File: src/rtl/fp_sqrt_pkg.sv
// Shared state encoding, result-select codes and special-operand priority
// for the FP square-root sequencer.
package fp_sqrt_pkg;

   localparam int ITER_N_DEF = 26;

   typedef enum logic [3:0] {
      S_IDLE     = 4'd0,
      S_LOAD     = 4'd1,
      S_CLASSIFY = 4'd2,
      S_PREP     = 4'd3,
      S_SUB      = 4'd4,
      S_TEST     = 4'd5,
      S_ROUND    = 4'd6,
      S_SPECIAL  = 4'd7,
      S_DONE     = 4'd8
   } state_e;

   localparam logic [1:0] SEL_ROOT = 2'b00;
   localparam logic [1:0] SEL_ZERO = 2'b01;
   localparam logic [1:0] SEL_INF  = 2'b10;
   localparam logic [1:0] SEL_NAN  = 2'b11;

   // Zero wins over sign so that sqrt(-0) returns -0 rather than NaN.
   function automatic logic [1:0] special_sel(input logic nan, input logic zero,
                                              input logic neg, input logic inf);
      logic [1:0] sel;
      if (nan)       sel = SEL_NAN;
      else if (zero) sel = SEL_ZERO;
      else if (neg)  sel = SEL_NAN;
      else if (inf)  sel = SEL_INF;
      else           sel = SEL_ROOT;
      return sel;
   endfunction

endpackage

File: src/rtl/sqrt_iter_cnt.sv
// Iteration down-counter: loads ITER_N-1, decrements once per TEST cycle,
// and flags the last iteration.
module sqrt_iter_cnt #(
   parameter int  ITER_N = 26,
   localparam int CNT_W  = $clog2(ITER_N)
) (
   input  logic             Clk_i,
   input  logic             nRst_i,
   input  logic             i_load,
   input  logic             i_dec,
   output logic [CNT_W-1:0] o_cnt,
   output logic             o_zero
);

   logic [CNT_W-1:0] r_cnt;

   // Counter register; load has priority over decrement.
   always_ff @(posedge Clk_i or negedge nRst_i) begin
      if (!nRst_i) begin
         r_cnt <= '0;
      end else if (i_load) begin
         r_cnt <= CNT_W'(ITER_N - 1);
      end else if (i_dec) begin
         r_cnt <= r_cnt - CNT_W'(1);
      end else begin
         r_cnt <= r_cnt;
      end
   end

   assign o_cnt  = r_cnt;
   assign o_zero = (r_cnt == '0);

endmodule

File: src/rtl/fp_sqrt_sequencer.sv
// Control FSM for the single-precision square-root datapath: classify,
// run ITER_N restoring iterations or pick a special result, round, write, done.
module fp_sqrt_sequencer
   import fp_sqrt_pkg::*;
#(
   parameter int  ITER_N = ITER_N_DEF,
   localparam int CNT_W  = $clog2(ITER_N)
) (
   input  logic             Clk_i,
   input  logic             nRst_i,
   input  logic             Start_i,
   input  logic             IsNaN_i,
   input  logic             IsInf_i,
   input  logic             IsZero_i,
   input  logic             IsNeg_i,
   input  logic             ExpOdd_i,
   input  logic             Negative_i,
   output logic             Ready_o,
   output logic             Busy_o,
   output logic             LoadOp_o,
   output logic             ExpHalve_o,
   output logic             MantShift_o,
   output logic             IterSub_o,
   output logic             Restore_o,
   output logic             QShift_o,
   output logic             QBit_o,
   output logic [CNT_W-1:0] IterIdx_o,
   output logic             Round_o,
   output logic             WrResult_o,
   output logic [1:0]       SelSpecial_o,
   output logic             Done_o,
   output logic [3:0]       State_o
);

   state_e           r_state;
   logic [1:0]       r_sel;
   logic             w_special;
   logic [1:0]       w_sel;
   logic             w_cnt_zero;
   logic [CNT_W-1:0] w_cnt;

   assign w_special = IsNaN_i | IsInf_i | IsZero_i | IsNeg_i;
   assign w_sel     = special_sel(IsNaN_i, IsZero_i, IsNeg_i, IsInf_i);

   sqrt_iter_cnt #(.ITER_N(ITER_N)) u_cnt (
      .Clk_i  (Clk_i),
      .nRst_i (nRst_i),
      .i_load (r_state == S_PREP),
      .i_dec  ((r_state == S_TEST) && !w_cnt_zero),
      .o_cnt  (w_cnt),
      .o_zero (w_cnt_zero)
   );

   // State register; the special-result code is captured only in CLASSIFY.
   always_ff @(posedge Clk_i or negedge nRst_i) begin
      if (!nRst_i) begin
         r_state <= S_IDLE;
         r_sel   <= SEL_ROOT;
      end else begin
         case (r_state)
            S_IDLE:     r_state <= Start_i ? S_LOAD : S_IDLE;
            S_LOAD:     r_state <= S_CLASSIFY;
            S_CLASSIFY: begin
               r_state <= w_special ? S_SPECIAL : S_PREP;
               r_sel   <= w_sel;
            end
            S_PREP:     r_state <= S_SUB;
            S_SUB:      r_state <= S_TEST;
            S_TEST:     r_state <= w_cnt_zero ? S_ROUND : S_SUB;
            S_ROUND:    r_state <= S_DONE;
            S_SPECIAL:  r_state <= S_DONE;
            S_DONE:     r_state <= S_IDLE;
            default:    r_state <= S_IDLE;
         endcase
      end
   end

   // Output decode; only MantShift, QBit and Restore look at live datapath flags.
   always_comb begin
      Ready_o      = (r_state == S_IDLE);
      Busy_o       = (r_state != S_IDLE);
      LoadOp_o     = (r_state == S_LOAD);
      ExpHalve_o   = (r_state == S_PREP);
      MantShift_o  = (r_state == S_PREP) && ExpOdd_i;
      IterSub_o    = (r_state == S_SUB);
      QShift_o     = (r_state == S_TEST);
      QBit_o       = (r_state == S_TEST) && !Negative_i;
      Restore_o    = (r_state == S_TEST) && Negative_i;
      Round_o      = (r_state == S_ROUND);
      WrResult_o   = (r_state == S_ROUND) || (r_state == S_SPECIAL);
      SelSpecial_o = (r_state == S_SPECIAL) ? r_sel : SEL_ROOT;
      Done_o       = (r_state == S_DONE);
      IterIdx_o    = w_cnt;
      State_o      = r_state;
   end

endmodule
File: config.mk
export PLATFORM = sky130hd
export DESIGN_NAME = fp_sqrt_sequencer
export DESIGN_NICKNAME = d
export VERILOG_FILES = /design/src/rtl/fp_sqrt_pkg.sv /design/src/rtl/sqrt_iter_cnt.sv /design/src/rtl/fp_sqrt_sequencer.sv
export SDC_FILE = /design/constraint.sdc
export NUM_CORES = 1
export LEC_CHECK = 0
export ABC_AREA = 1
export BUFFER_PORTS_ARGS = -buffer_cell sky130_fd_sc_hd__buf_2
export CAP_MARGIN = 40
export CORE_MARGIN = 5
export CORE_UTILIZATION = 45
export CTS_CLUSTER_DIAMETER = 200
export DETAILED_ROUTE_END_ITERATION = 8
export HOLD_SLACK_MARGIN = 0.08
export PLACE_DENSITY = 0.77
export REMOVE_ABC_BUFFERS = 1
export SYNTH_ARGS = -nofsm -noshare
export SYNTH_HDL_FRONTEND = slang
export SYNTH_HIERARCHICAL = 1
export SYNTH_SLANG_ARGS = --single-unit
File: constraint.sdc
create_clock -name Clk_i -period 1.7 [get_ports Clk_i]
set_input_delay 0.17 -clock Clk_i [delete_from_list [all_inputs] [get_ports Clk_i]]
set_output_delay 0.17 -clock Clk_i [all_outputs]
set_load 0.01 [all_outputs]
==> results.toml <==
[synthesis]
synth_compound_area_share_pct = 4.59
synth_xor_area_share_pct = 0
syn_area_per_cell_um2 = 6.88
synth_top_area_share_pct = 38.9
syn_inst = 103
yosysTopAreaCell = "dfrtp_1"
synth-simple-area-share_pct = 39.4
yosysSeqAreaShare_pct = 38.9
synth_warnings = 6
synth_top_family_by_area = "simple AND/OR/NAND/NOR gates"
synth.distinct_cells = 18
synthAdderAreaFrac_pct = 1.77
netlist_area_um2 = 708
synthMuxAreaShare_pct = 0
synth-seq-cells = 11
synthTopCellsByArea = "dfrtp_1 (39%), inv_1 (13%), nand2_1 (9.5%), nor2_1 (8.0%), nand3_1 (7.8%)"

[run]
cap_violations = 0

[worst_setup_path]
arrival_ns = 1.69
start_kind = "flop"
setup.worst_path.start = "u_cnt/o_cnt[0]"
cp_max_fo = 9
timing.rr.start = "u_cnt/o_cnt[0]"
path_class = "flop to flop"
cp.required_ns = 1.86
cp-end-kind = "flop"

[timing]
tightest_slew_ns = 0.255
finClkSkew_ns = 0.00719
drv_slew = 0
fin_ws_ns = 0.164
rsz0062_at_grt = "false"
tns_ns = 0
finalCritPeriodShare_pct = 90.3
maxSlewHeadroom_pct = 83.0
fin_crit_ns = 1.54
hold_viol = 0
finalSetupViolCount = 0
timing.fmax_mhz = 651

[detailed_routing]
vias = 739
finalWirelength_um = 1640
drt_iter0_markers = 23
drc_errors = 0
dr.pass1.iters = 4
vias_per_cell = 4.74
antenna_left = 0
wire_per_inst_um = 10.5

[die]
die_area_mm2 = 0.00247
num_rows = 14
coreArea_mm2 = 0.00151
initial_core_util_pct = 47.0
fp.dieH_um = 49.7
ios = 32
die_w_um = 49.7

[clock_network]
cts_buffer_depth = 2
ctsHtreeMaxLevel = 1
cts_sinks = 11
path_clk_slew_ns = 0.08
clock_latency_ns = 0.28
numCtsBuffers = 3
cts_tree = "built"
root_buffer = "clkbuf_4"

[place]
dp_slack_ns = 0.0255
hpwlAfterDp_um = 1310
io_buffers = 31
gp_congestion = 0.803
numPlacedInstances = 151

[pwr]
p_per_area_mw_per_mm2 = 1740
p_leak_nw = 0.586
irDropWorstVdd_v = 0.000730

[global_routing]
grt_pass1_vias = 661
grtUsageTotal_pct = 14.5
overflow = 0
grt_max_degree = 12
grt_antenna_before_repair = 0
grt_pass1_wl_um = 2780

[worst_hold_path]
hold_path_class = "input pin to flop"
min_from = "Start_i"

[cells_and_area]
nNetsFinal = 151
antennaDiodeCount = 0
stdcell_count = 156
layout-drive-gt1-share_pct = 36.4
area_growth_pct = 31.8

[outcome]
status = "finished, final reports clean"
==> metrics by stage <==
stage               hold WS (ns)  total power [mW]  util [%]  instance area, um^2
finish                     0.127              1.62      62.0                  933
global route               0.127              1.79      62.0                  933
CTS                        0.124              1.62      61.3                  923
detailed placement        0.0596              1.43      58.9                  887
global placement          0.0607              1.40      58.9                  887
floorplan                 -0.126              1.10         -                  697
==> timing repair <==
action                                 in CTS  in global routing
buffers inserted                            0                  0
endpoints found under the hold margin      11                  0
setup endpoints to repair                   0                  6
resized for setup                           0                  3
hold buffers                                1                  0
==> cell usage after synthesis <==
cell type,number
nor2_1,15
nor2_2,4
a211oi_1,1
buf_6,1
nand3_1,11
dfrtp_1,11
nand4_1,2
nand3_2,1
nor2_4,2
nor3_1,1
inv_1,24
o21ai_0,2
nand2_2,4
inv_2,2
o21ai_1,1
nand2_1,18
ha_1,1
a21oi_1,2
==> critical path: stages, from the launching register on <==
cell and delay, ns:
dfrtp_1 0.37, inv_1 0.14, ha_1 0.25, nand2_1 0.07, nor2_1 0.20, nor2_4 0.10
inv_2 0.06, nand2_2 0.06, nand4_1 0.07, nand3_1 0.08
==> layer usage <==
layer | vias to the layer above | share of wire, % | global-route usage [%]
li1 | 381 | - | -
met1 | 327 | 45 | 18.0
met2 | 26 | 45 | 21.4
met3 | 5 | 7.1 | 3.61
met4 | 0 | 3.1 | 10.5
met5 | - | 0 | 0
==> area by class of cell <==
| type | count | area, um^2 |
|---|---|---|
| Fill cell | 139 | 573 |
| Sequential cell | 11 | 275 |
| Tap cell | 16 | 20.0 |
| Clock buffer | 4 | 26.3 |
| Inverter | 26 | 97.6 |
| Timing Repair Buffer | 34 | 180 |
| Multi-Input combinational cell | 65 | 334 |
==> flip-flops by register name, indices dropped and copies added, names as in the netlist <==
| name | cells |
|---|---|
| State_o | 4 |
| u_cnt/o_cnt | 5 |
| r_sel | 2 |
==> cells in the final DEF, fill, tap and decap left out, drive strengths merged <==
cell          n
a211oi        1
a21oi         2
buf          33
clkbuf        4
dfrtp        11
dlygate4sd3   1
ha            1
inv          26
nand2        22
nand3        12
nand4         2
nor2         21
nor3          1
o21ai         3
==> path summary, 6_finish.rpt <==
path                       slack [ns]  cells past startpoint              to
max reg2reg                      0.16                      9  u_cnt/o_cnt[3]
min reg2reg                      0.49                      2        r_sel[1]
max in group asynchronous        1.21                      2      State_o[1]
min                              0.13                      3      State_o[0]
max                              0.16                      9  u_cnt/o_cnt[3]
min in group asynchronous        0.28                      2        r_sel[0]
==> report_power, final <==
group / leakage (nW) / internal (mW) / switching (mW)
Clock: 0.0150 / 0.0911 / 0.0972
Sequential: 0.132 / 0.383 / 0.104
Combinational: 0.439 / 0.361 / 0.585
==> logic make-up after synthesis <==
family / count (synthesis)
AOI/OAI and AO/OA: 6
adders and majority gates: 1
buffers and inverters: 27
DFF: 11
and+or+nand+nor: 58
Note: power is estimated with default switching activity, not from simulation.
